<file path="config.mk">
export PLATFORM = sky130hd
export DESIGN_NAME = pixel_ram_arbiter
export DESIGN_NICKNAME = d
export VERILOG_FILES = /design/src/rtl/pixel_ram_arbiter.sv
export SDC_FILE = /design/constraint.sdc
export NUM_CORES = 1
export LEC_CHECK = 0
export BUFFER_PORTS_ARGS = -buffer_cell sky130_fd_sc_hd__buf_2
export CAP_MARGIN = 20
export CORE_MARGIN = 1
export CORE_UTILIZATION = 47
export DETAILED_ROUTE_END_ITERATION = 10
export PLACE_DENSITY_LB_ADDON = 0.2
export SKIP_LAST_GASP = 1
export SYNTH_ARGS = -nofsm -noshare
export SYNTH_HDL_FRONTEND = slang
export SYNTH_SLANG_ARGS = --single-unit
</file>
<file path="constraint.sdc">
create_clock -name clk -period 3.3 [get_ports clk]
set_clock_uncertainty 0.15 [all_clocks]
set_input_delay 0.66 -clock clk [delete_from_list [all_inputs] [get_ports clk]]
set_output_delay 0.66 -clock clk [all_outputs]
set_load 0.005 [all_outputs]
</file>
<file path="src/rtl/pixel_ram_arbiter.sv">
// Arbiter owning the single-port pixel RAM: CPU pixel writes share the port with
// a frame scan engine that streams pixels to the LED serializer.
`timescale 1ns/1ps
module pixel_ram_arbiter #(
  parameter int AW   = 6,
  parameter int DW   = 24,
  parameter int NPIX = 64
) (
  input  logic          clk,
  input  logic          rst,
  input  logic          wr_req,
  input  logic [AW-1:0] wr_addr,
  input  logic [DW-1:0] wr_data,
  output logic          wr_ack,
  input  logic          frame_start,
  output logic          frame_busy,
  output logic          frame_done,
  output logic [DW-1:0] pix_data,
  output logic          pix_valid,
  input  logic          pix_ready,
  output logic          ram_rw,
  output logic [AW-1:0] ram_addr_out,
  output logic [AW-1:0] ram_addr_in,
  output logic [DW-1:0] ram_data_in,
  input  logic [DW-1:0] ram_data_out
);

  typedef enum logic [2:0] {IDLE, FETCH, RDWAIT, LATCH, PRESENT} state_t;

  localparam logic [AW-1:0] LAST     = AW'(NPIX - 1);
  localparam logic          LG_READ  = 1'b0;
  localparam logic          LG_WRITE = 1'b1;

  state_t        state_q, state_d;
  logic [AW-1:0] scan_addr_q, scan_addr_d;
  logic          last_grant_q, last_grant_d;
  logic          ram_rw_q, ram_rw_d;
  logic [AW-1:0] ram_addr_out_q, ram_addr_out_d;
  logic [AW-1:0] ram_addr_in_q, ram_addr_in_d;
  logic [DW-1:0] ram_data_in_q, ram_data_in_d;
  logic          wr_ack_q, wr_ack_d;
  logic          pix_valid_q, pix_valid_d;
  logic [DW-1:0] pix_data_q, pix_data_d;
  logic          frame_done_q, frame_done_d;
  logic          frame_busy_q, frame_busy_d;
  logic          wr_elig;
  logic          grant;

  always_comb begin
    state_d        = state_q;
    scan_addr_d    = scan_addr_q;
    last_grant_d   = last_grant_q;
    ram_addr_out_d = ram_addr_out_q;
    ram_addr_in_d  = ram_addr_in_q;
    ram_data_in_d  = ram_data_in_q;
    pix_valid_d    = pix_valid_q;
    pix_data_d     = pix_data_q;
    frame_busy_d   = frame_busy_q;
    frame_done_d   = 1'b0;
    grant          = 1'b0;
    // The RAM samples the read address at the end of RDWAIT, so no write may follow it.
    wr_elig = wr_req && !wr_ack_q && (state_q != RDWAIT);

    case (state_q)
      IDLE: begin
        grant = wr_elig;
        if (frame_start) begin
          scan_addr_d  = '0;
          frame_busy_d = 1'b1;
          state_d      = FETCH;
        end
      end
      FETCH: begin
        if (wr_elig && last_grant_q == LG_READ) begin
          grant        = 1'b1;
          last_grant_d = LG_WRITE;
        end else begin
          ram_addr_out_d = scan_addr_q;
          last_grant_d   = LG_READ;
          state_d        = RDWAIT;
        end
      end
      RDWAIT: state_d = LATCH;
      LATCH: begin
        grant       = wr_elig;
        pix_data_d  = ram_data_out;
        pix_valid_d = 1'b1;
        state_d     = PRESENT;
      end
      PRESENT: begin
        grant = wr_elig;
        if (pix_valid_q && pix_ready) begin
          pix_valid_d = 1'b0;
          if (scan_addr_q == LAST) begin
            frame_done_d = 1'b1;
            frame_busy_d = 1'b0;
            scan_addr_d  = '0;
            state_d      = IDLE;
          end else begin
            scan_addr_d = scan_addr_q + 1'b1;
            state_d     = FETCH;
          end
        end
      end
      default: state_d = IDLE;
    endcase

    wr_ack_d = grant;
    ram_rw_d = !grant;
    if (grant) begin
      ram_addr_in_d = wr_addr;
      ram_data_in_d = wr_data;
    end
  end

  always_ff @(posedge clk or posedge rst) begin
    if (rst) begin
      state_q        <= IDLE;
      scan_addr_q    <= '0;
      last_grant_q   <= LG_READ;
      ram_rw_q       <= 1'b1;
      ram_addr_out_q <= '0;
      ram_addr_in_q  <= '0;
      ram_data_in_q  <= '0;
      wr_ack_q       <= 1'b0;
      pix_valid_q    <= 1'b0;
      pix_data_q     <= '0;
      frame_done_q   <= 1'b0;
      frame_busy_q   <= 1'b0;
    end else begin
      state_q        <= state_d;
      scan_addr_q    <= scan_addr_d;
      last_grant_q   <= last_grant_d;
      ram_rw_q       <= ram_rw_d;
      ram_addr_out_q <= ram_addr_out_d;
      ram_addr_in_q  <= ram_addr_in_d;
      ram_data_in_q  <= ram_data_in_d;
      wr_ack_q       <= wr_ack_d;
      pix_valid_q    <= pix_valid_d;
      pix_data_q     <= pix_data_d;
      frame_done_q   <= frame_done_d;
      frame_busy_q   <= frame_busy_d;
    end
  end

  assign wr_ack       = wr_ack_q;
  assign frame_busy   = frame_busy_q;
  assign frame_done   = frame_done_q;
  assign pix_data     = pix_data_q;
  assign pix_valid    = pix_valid_q;
  assign ram_rw       = ram_rw_q;
  assign ram_addr_out = ram_addr_out_q;
  assign ram_addr_in  = ram_addr_in_q;
  assign ram_data_in  = ram_data_in_q;

endmodule

</file>
==> run summary <==
The clock tree from TritonCTS is done. The number of synthesis warnings came out at 0. The capturing element type of the critical path is a flop.

The mean post-synth cell area came out at 14.5 um2. Summing the areas of all compound-gate instances in the mapped netlist gives 3.14% of the synthesized area. The number of routed nets with antenna violations came out at 0.

The startpoint kind of the worst setup timing path is a flop. The final critical-path required period came out at 2.01 ns. The width of the die came out at 81.2 um. The total power density per cell area is 914 mW/mm2. The repair_antennas step left the layout with diodes totalling 0.

The total of buffers placed on input and output ports came out at 123. The max-slew violation total from the final report is 0. The number of buffers added to fix hold violations after cts came out at 0.

The min-delay analysis places its worst path in the category input pin to async pin. Setup repair after global routing left no endpoint under its margin. The distinct cell type count after synthesis is 34. The number of vias per cell came out at 4.94. The combined area of all synthesized cells came out at 0.00295 mm2. The deepest clock path buffer count came out at 2. The cell leakage power came out at 1.93 nW.

The via count of the first global-routing pass was 1941. Summing all placed instances gives a cell area of 0.00365 mm2. The number of sinks driven by the clock tree is 75. Max-cap violations in this run came to 0. For this configuration, the core starts out at a cell density of 49.2%. The number of filler cells placed in the layout came out at 465. After detailed routing, the number of remaining DRC violations is 0. The cell count after synthesis came out at 204.

The number of design-rule violations left by the first detailed-router iteration came out at 41. Global routing consumed, over all layers together, 18.2% of the routing resources. The maximum number of pins on one net before global-route repair is 34.

The maximum operating frequency is 0.497 GHz. The adder and majority gate portion of the synthesized area is 0.424%. The HPWL after detailed placement came out at 4.05 mm.

Wires add up to 5.56 mm. In the final design database the tool counted 395 nets. The arrival time of the worst setup path is 2.08 ns. The flow ran to the end, and the final reports show no timing, DRC or antenna violations. The synthesized design contains 75 register bits. Of the total synthesized cell area, the portion taken by AND, OR, NAND and NOR gates is 7.85%. The area share of the largest cell type after synthesis is 62.8%. Summing all non-filler instances in the final layout gives an area of 0.00386 mm2. The sum of negative setup slack is 0 ns.

The total setup violations reported at the end of the flow came out at 0. The part of the cycle the worst path needs came out at 61.0%. The area taken by flip-flops and latches is 0.00188 mm2. The total die area is 0.00660 mm2.

The number of primary I/O pins came out at 124. Multiplexer cells account for 22.9% of the synthesized area. At the pin with the least slew margin, the transition time is 0.686 ns. The largest total area in the synthesized netlist belongs to dfrtp_1. Clock tree synthesis selected as its root buffer the cell clkbuf_8. The row count is 28.

The setup slack after layout came out at 1.29 ns. Of all nets on the critical path, the largest fanout is 26. Summing all multi-input logic gate instances after layout gives 0.00102 mm2. The clock latency reported for the late side of the worst-skew pair is 0.34 ns. The worst slack on hold paths came out at 0.215 ns. The CTS H-tree depth is 3. When the netlist entered floorplanning its net count stood at 264. The number of cells upsized or downsized after cts is 0. The largest vdd supply drop is 0.000558 V. The synthesized netlist devotes 0.297% of its cell area to XOR and XNOR gates. The number of endpoints with negative hold slack in the final report came out at 0. The relative area change from synthesis to final layout is 30.9%. The pre-CTS setup slack came out at 1.27 ns.

The final weighted congestion in routability-driven placement is 0.730. Across all layers, the routed design uses 2051 vias. Yosys attributes the largest share of cell area to dfrtp_1, mux2_2, nand2_1. The share of the yosys chip area belonging to registers is 63.7%.

By area, the combinational part of the netlist is dominated by multiplexers. The count of TritonRoute iterations in the first routing pass is 4. Headroom to the max-slew limit came out at 54.0%.

The worst setup path is of the flop to flop kind. The core occupancy in the finished layout is 64.5%. The first-pass GRT wire length is 8.83 mm. Global routing finished with a remaining overflow of 0. The number of antenna violations at the first check in global routing is 0. The clock-pin slew on the worst setup and hold paths came out at 0.08 ns. The average wire length per cell after detail routing is 13.4 um. The die extent in y came out at 81.2 um. The total clock buffers created by CTS came out at 9. The critical path required time is 3.37 ns.

The proportion of layout cells with a drive suffix above 1 is 61.2%. The post-CTS setup repair buffer count is 0. The area of the core is 0.00599 mm2.
-- sequential cells by signal, summed over array words and instances (netlist names), 3 cells and up --
signal        count
scan_addr_q       6
ram_addr_out      6
ram_data_in      24
state_q           3
ram_addr_in       6
pix_data         24
-- worst paths after layout --
kind                              endpoint  slack (ns)  cells after the start            start
setup / recovery              pix_data[10]        1.29                      2       state_q[2]
hold / removal              ram_data_in[6]        0.22                      2              rst
setup reg to reg              pix_data[10]        1.29                      2       state_q[2]
hold reg to reg            ram_addr_out[3]        0.35                      1  ram_addr_out[3]
max in group asynchronous  ram_data_in[12]        1.96                      3              rst
min in group clk           ram_addr_out[3]        0.35                      1  ram_addr_out[3]
-- layout by cell type (no fill, tap or decap), types with 2 or more instances in the layout --
master | Yosys | routed
buf_2 | 5 | 123
dfrtp_1 | 74 | 74
mux2_2 | 60 | 60
clkbuf_8 | 0 | 12
nand2_1 | 10 | 10
nand3_1 | 6 | 6
o21ai_0 | 5 | 5
inv_1 | 5 | 4
nor2_1 | 4 | 4
a21oi_1 | 4 | 4
nor2b_1 | 3 | 3
buf_4 | 1 | 3
nand2b_1 | 2 | 2
o21ai_1 | 2 | 2
and2_1 | 2 | 2
and3_1 | 2 | 2
clkinv_2 | 0 | 2
-- routing by layer --
layer / GRT usage [%] / wire length, um
met1: 22.2 / 2390
met2: 27.5 / 2590
met3: 6.97 / 449
met4: 10.7 / 128
met5: 0 / 0
-- final cells by class --
class | instances | share of cell area (%)
Clock buffer | 12 | 4.28
Timing Repair Buffer | 126 | 16.5
Inverter | 5 | 0.486
Tap cell | 75 | 2.43
Sequential cell | 75 | 48.6
Multi-Input combinational cell | 118 | 26.4
Clock inverter | 4 | 1.23
-- worst max-delay path, stage by stage (launching register included) --
cell	delay [ns]
dfrtp_1	0.52
nand3b_2	0.72
mux2_2	0.49
-- through the flow --
stage | instances | total power, mW
after floorplan | 204 | 2.32
after global placement | 399 | 2.80
after detailed placement | 399 | 2.84
after CTS | 415 | 3.59
after global routing | 415 | 3.81
final | 415 | 3.53
-- cells by family after synthesis --
logic type	after synthesis
flops	75
mux	60
simple gates	40
compound gates	16
buf+inv	11
xor+xnor	1
fa+ha+maj	1
-- synthesized netlist by cell type --
| library cell | n |
|---|---|
| nand2_1 | 10 |
| and2b_1 | 1 |
| o311ai_1 | 1 |
| nand2b_1 | 2 |
| dfstp_2 | 1 |
| o21ai_1 | 2 |
| nor3_1 | 1 |
| and3_1 | 2 |
| nand3_1 | 6 |
| nand3b_1 | 1 |
| buf_4 | 1 |
| or4_1 | 1 |
| mux2_2 | 60 |
| xor2_1 | 1 |
| nor2_4 | 1 |
| nor3b_1 | 1 |
| dfrtp_1 | 74 |
| nor2b_1 | 3 |
| o22ai_1 | 1 |
| nand3b_2 | 1 |
| o21bai_1 | 1 |
| buf_2 | 5 |
| or3b_1 | 1 |
| and2_1 | 2 |
| nor2_1 | 4 |
| or3b_4 | 1 |
| inv_1 | 5 |
| a21o_1 | 1 |
| ha_1 | 1 |
| a21oi_1 | 4 |
| or3_1 | 1 |
| o21ai_0 | 5 |
| o21a_1 | 1 |
| or3b_2 | 1 |
-- power by group --
group	switching [mW]	internal [mW]	total (mW)	leakage [nW]
Sequential	0.222	1.32	1.55	0.905
Combinational	0.507	0.750	1.26	0.917
Clock	0.316	0.409	0.725	0.108
No activity file was read; power rests on OpenSTA's default activity.
